### src/rtl/serial_pkg.sv
// serial_pkg: states, error codes and defaults shared by the serial frame receive/transmit blocks.
package serial_pkg;
   typedef enum logic [1:0] {HUNT, PAYLOAD, CHECK} state_t;
   localparam logic [1:0] ERR_NONE    = 2'b00;
   localparam logic [1:0] ERR_CSUM    = 2'b01;
   localparam logic [1:0] ERR_TIMEOUT = 2'b10;
   localparam logic [7:0] SYNC_DEFAULT = 8'hA5;
endpackage

### src/rtl/serial_frame_receive.sv
// serial_frame_receive: sync hunt, payload collection, XOR check and atomic commit of byte-stream frames.
module serial_frame_receive
   import serial_pkg::*;
#(
   parameter int         CLK_FRQ        = 50_000_000,
   parameter int         PAYLOAD_BYTES  = 64,
   parameter logic [7:0] SYNC_BYTE      = SYNC_DEFAULT,
   parameter int         TIMEOUT_CYCLES = 50_000,
   parameter bit         CHECK_EN       = 1'b1
) (
   input  logic                       clk,
   input  logic                       rst_n,
   input  logic [7:0]                 rx_data,
   input  logic                       rx_valid,
   output logic [8*PAYLOAD_BYTES-1:0] payload,
   output logic                       frame_valid,
   output logic                       frame_err,
   output logic [1:0]                 err_code,
   output logic                       busy,
   output logic [15:0]                ok_count,
   output logic [15:0]                err_count
);
   localparam int BW = 8*PAYLOAD_BYTES;
   localparam int IW = $clog2(PAYLOAD_BYTES+1);
   localparam int TW = $clog2(TIMEOUT_CYCLES);
   localparam logic [IW-1:0] LAST_IDX = IW'(PAYLOAD_BYTES-1);
   localparam logic [TW-1:0] TMO_LAST = TW'(TIMEOUT_CYCLES-1);

   if (PAYLOAD_BYTES < 1 || PAYLOAD_BYTES > 256 || TIMEOUT_CYCLES < 2 || CLK_FRQ <= 0) begin : g_bad_param
      $error("serial_frame_receive: illegal parameter value");
   end

   state_t          state_q, state_d;
   logic [IW-1:0]   idx_q, idx_d;
   logic [BW-1:0]   buf_q, buf_d, payload_q, payload_d, shifted;
   logic [7:0]      acc_q, acc_d;
   logic [TW-1:0]   tmo_q, tmo_d;
   logic            fv_q, fv_d, fe_q, fe_d;
   logic [1:0]      code_q, code_d;
   logic [15:0]     ok_q, ok_d, ec_q, ec_d;

   assign shifted = (buf_q << 8) | BW'(rx_data);

   always_ff @(posedge clk or negedge rst_n) begin
      if (!rst_n) begin
         state_q   <= HUNT;
         idx_q     <= '0;
         buf_q     <= '0;
         acc_q     <= '0;
         tmo_q     <= '0;
         payload_q <= '0;
         fv_q      <= 1'b0;
         fe_q      <= 1'b0;
         code_q    <= ERR_NONE;
         ok_q      <= '0;
         ec_q      <= '0;
      end else begin
         state_q   <= state_d;
         idx_q     <= idx_d;
         buf_q     <= buf_d;
         acc_q     <= acc_d;
         tmo_q     <= tmo_d;
         payload_q <= payload_d;
         fv_q      <= fv_d;
         fe_q      <= fe_d;
         code_q    <= code_d;
         ok_q      <= ok_d;
         ec_q      <= ec_d;
      end
   end

   always_comb begin
      state_d   = state_q;
      idx_d     = idx_q;
      buf_d     = buf_q;
      acc_d     = acc_q;
      tmo_d     = tmo_q;
      payload_d = payload_q;
      fv_d      = 1'b0;
      fe_d      = 1'b0;
      code_d    = code_q;
      ok_d      = ok_q;
      ec_d      = ec_q;
      if (state_q == HUNT) begin
         if (rx_valid && rx_data == SYNC_BYTE) begin
            state_d = PAYLOAD;
            idx_d   = '0;
            buf_d   = '0;
            acc_d   = '0;
            tmo_d   = '0;
         end
      end else if (rx_valid) begin
         // an arriving byte always beats a timeout reached in the same cycle
         tmo_d = '0;
         if (state_q == PAYLOAD) begin
            buf_d = shifted;
            acc_d = acc_q ^ rx_data;
            idx_d = idx_q + 1'b1;
            if (idx_q == LAST_IDX) begin
               state_d   = CHECK_EN ? CHECK : HUNT;
               payload_d = CHECK_EN ? payload_q : shifted;
               fv_d      = !CHECK_EN;
               ok_d      = CHECK_EN ? ok_q : ok_q + 16'd1;
            end
         end else begin
            state_d   = HUNT;
            payload_d = (rx_data == acc_q) ? buf_q : payload_q;
            fv_d      = (rx_data == acc_q);
            fe_d      = (rx_data != acc_q);
            ok_d      = (rx_data == acc_q) ? ok_q + 16'd1 : ok_q;
            ec_d      = (rx_data == acc_q) ? ec_q : ec_q + 16'd1;
            code_d    = (rx_data == acc_q) ? code_q : ERR_CSUM;
         end
      end else if (tmo_q == TMO_LAST) begin
         state_d = HUNT;
         fe_d    = 1'b1;
         code_d  = ERR_TIMEOUT;
         ec_d    = ec_q + 16'd1;
      end else begin
         tmo_d = tmo_q + 1'b1;
      end
   end

   assign payload     = payload_q;
   assign frame_valid = fv_q;
   assign frame_err   = fe_q;
   assign err_code    = code_q;
   assign busy        = (state_q != HUNT);
   assign ok_count    = ok_q;
   assign err_count   = ec_q;
endmodule

### config.mk
export PLATFORM = sky130hd
export DESIGN_NAME = serial_frame_receive
export DESIGN_NICKNAME = d
export VERILOG_FILES = /design/src/rtl/serial_pkg.sv /design/src/rtl/serial_frame_receive.sv
export SDC_FILE = /design/constraint.sdc
export NUM_CORES = 1
export LEC_CHECK = 0
export ABC_AREA = 1
export BUFFER_PORTS_ARGS = -buffer_cell sky130_fd_sc_hd__buf_2
export CAP_MARGIN = 20
export CORE_MARGIN = 1
export CORE_UTILIZATION = 35
export DETAILED_ROUTE_END_ITERATION = 6
export PLACE_DENSITY_LB_ADDON = 0.2
export SYNTH_ARGS = -nofsm -noshare
export SYNTH_HDL_FRONTEND = slang
export SYNTH_SLANG_ARGS = --single-unit
### constraint.sdc
create_clock -name clk -period 3.7 [get_ports clk]
set_clock_uncertainty 0.15 [all_clocks]
set_input_delay 0.74 -clock clk [delete_from_list [all_inputs] [get_ports clk]]
set_output_delay 0.74 -clock clk [all_outputs]
set_load 0.01 [all_outputs]
==> summary.md <==
| Metric | Value |
|---|---|
| Status | `finished clean` |
| Tot GR Track Use | `18.3%` |
| Setup crit start | `state_q[1]$_DFFE_PN0P_` |
| Critical path class | `register to primary output` |
| CP Capture Type | `primary output` |
| IO buf count | `559` |
| Drt pass-1 iters | `5` |
| PwrDens | `533 nW/um^2` |
| RSZ-0062 raised after global routing | `no` |
| Worst slew pin tran | `1100 ps` |
| Area delta synth->final | `18.2%` |
| Share of layout cells above drive strength 1 | `28.1%` |
| Die Ht | `353 um` |
| Vias per cell | `4.72` |
| Worst-path clk slew | `60 ps` |
| Die area | `124000 um^2` |
| Starting DRC count in detailed routing | `2020` |
| H-tree depth | `3` |
| Cell variety after synth | `31` |
| Ys async rst share | `100%` |
| Internal power | `20.5 mW` |
| Hold WS | `177 ps` |
| Row count | `128` |
| Final period utilization | `83.9%` |
| Sink Count | `1093` |
| Share of the synthesized area in the top cell type | `63.5%` |
| Synth Flop Type | `dfrtp_1` |
| Worst rel slew slack | `26.9%` |
| First-pass GRT wire length | `178 mm` |
| Initial Util | `35.3%` |
| Setup slack, reg-to-reg | `1000 ps` |
| Fin util | `41.8%` |
| Sequential power share | `47.8%` |
| Total number of vias | `29.0k` |
| Fin crit period | `3100 ps` |
| CTS tree | `yes` |
| Clk network pwr share | `45.0%` |
| Die W | `353 um` |
| Synth Register Bits | `1093` |
| HP Class | `primary input to register` |
| Count leader, synth | `dfrtp_1` |
| Postcts setup bufs | `0` |
| Combinational Power Share | `7.3%` |
| WP data required | `2810 ps` |
| Final count of pins violating max slew | `0` |
| Fmax | `322 MHz` |
| Post-synth EDFFs | `0` |
| DRC | `0` |
| Number of placed cells counting well taps | `5923` |
| Yosys Warn Count | `0` |
| Final global-route overflow total | `0` |
| Largest net degree at the start of global routing | `202` |
| DR WL/cell | `18.7 um` |
| Synth cell count leaders | `dfrtp_1, nand2_1, inv_1` |
| Slack of the critical path | `595 ps` |
| Most Crowded Layer GR | `met1` |
| Setup TNS | `0 ps` |
| M2 GR Usage | `26.7%` |
| RR Endpoint | `buf_q[383]$_DFFE_PN0P_` |
| Final ANT Viol Nets | `0` |
| Seq/Total Area, Yosys | `63.5%` |
| CP max FO | `20` |
| Pleak | `26.8 nW` |
| Syn Inst Count | `3882` |
| Synthesized area | `43100 um^2` |
| Vias in the first global route | `28.3k` |
| Multi-input logic area | `11300 um^2` |
| Synth Area per Inst | `11.1 um^2` |
| GRT met1 Usage | `27.1%` |
| Post-Syn Nets | `3897` |
| Met3 Use GR | `3.81%` |
| Initial antenna violation count | `3` |
| Clk buf depth | `3` |
| Clk_lat worst skew | `720 ps` |
| Setup violations, final | `0` |
| WP data arrival | `2210 ps` |
| Crit Reg-Reg Startpoint | `state_q[1]$_DFFE_PN0P_` |
| Max Cap Viol | `0` |
| Switching part of the total | `24.5%` |
| Core region area | `122000 um^2` |
| Nets | `4433` |
| Seq. cell area | `27400 um^2` |
| R2R depth | `7` |
| DP Worst Slack | `656 ps` |
| Synth area leader | `dfrtp_1` |
| Total CTS buffers | `117` |
| Fin cells | `6140` |
| Clock root buffer | `clkbuf_16` |
| RePlAce Congestion | `0.814` |
| Top-level port count | `560` |
| Post-DP HPWL | `78.9 mm` |
| CP endpoint | `busy` |
| Most area-consuming cells after synthesis | `dfrtp_1, o21ai_2, o22ai_1` |
| Fillers | `11.9k` |
| CP Launch Type | `register` |
| Routed wire length | `115 mm` |
| Peak supply drop | `0.395 mV` |
| Final hold vios | `0` |
| Sw power | `6.66 mW` |
[metrics by stage]
stage               area, um^2  power [mW]
floorplan                43100        14.3
global placement         46900        15.1
detailed placement       46900        15.2
CTS                      50900        27.5
global route             50900        28.3
finish                   50900        27.1
[flip-flops by register name, summed over array words and instances, names as in the netlist]
register     count
err_code         2
acc_q            8
payload        512
err_count       16
frame_err        1
buf_q          512
ok_count        16
tmo_q           16
frame_valid      1
state_q          2
idx_q            7
[layout by cell type (no fill, tap or decap), drive strengths merged]
cell,synthesis,final
a211oi,1,1
a21oi,5,5
buf,223,656
bufinv,0,12
clkbuf,17,168
clkinv,0,25
clkinvlp,0,5
dfrtp,1093,1093
diode,0,1
dlygate4sd3,0,1
ha,4,4
inv,567,572
nand2,735,735
nand3,71,71
nand3b,1,1
nand4,15,15
nor2,68,68
nor3,5,5
nor3b,4,4
o21ai,529,529
o21bai,1,1
o22ai,513,513
or2,1,1
xnor2,9,9
xor2,20,20
[cells by family (layout without fill, tap and decap cells)]
family | after synthesis | in the layout | synth area share [%]
adders and majority gates | 4 | 4 | 0.116
AOI/OAI and AO/OA | 1049 | 1049 | 17.2
other | 0 | 1 | 0
buffers and inverters | 807 | 1439 | 10.2
xor gates and xnor gates | 29 | 29 | 0.590
and+or+nand+nor | 900 | 900 | 8.34
DFF | 1093 | 1093 | 63.5
[routing by layer]
layer / vias up / part of all wire (%)
li1: 13900 / -
met1: 14300 / 48
met2: 665 / 44
met3: 151 / 5.8
met4: 2 / 2.7
met5: - / 0.0070
[worst max-delay path: stages (launching register included)]
cell,delay (ps)
dfrtp_1,890
nor2_4,110
inv_2,300
buf_2,210
[power by group through the flow]
stage,sequential [mW],combinational (mW),clock [mW]
4_1_cts,13.0,2.02,12.5
5_1_grt,13.0,2.25,13.0
3_3_place_gp,13.2,1.97,0
6_report,13.0,1.97,12.2
3_5_place_dp,13.2,2.01,0
2_1_floorplan,13.1,1.19,0
[layout make-up]
class	count	area share, %
sequential	1093	53.7
timing repair buffer	657	7.90
clock inverter	47	1.24
multi-input combinational	1982	22.2
tap	1625	3.99
clock buffer	168	6.68
inverter	567	4.24
antenna	1	0.00491
[worst min-delay path by stage]
stage | start | endpoint | slack (ps) | depth (start not counted)
after CTS | rx_data[0] | buf_q[0]$_DFFE_PN0P_ | 120 | 3
after global placement | err_code[1]$_DFFE_PN0P_ | err_code[1]$_DFFE_PN0P_ | 310 | 2
after floorplan | rst_n | acc_q[0]$_DFFE_PN0P_ | 290 | 0
final | rx_data[0] | buf_q[0]$_DFFE_PN0P_ | 180 | 3
after detailed placement | err_code[1]$_DFFE_PN0P_ | err_code[1]$_DFFE_PN0P_ | 310 | 2
after global routing | rx_data[0] | buf_q[0]$_DFFE_PN0P_ | 170 | 3
[repair_timing]
action	in CTS	in global routing
resized for setup	0	0
hold buffers	1	0
endpoints found under the hold margin	35	0
Note: power is estimated with default switching activity, not from simulation.
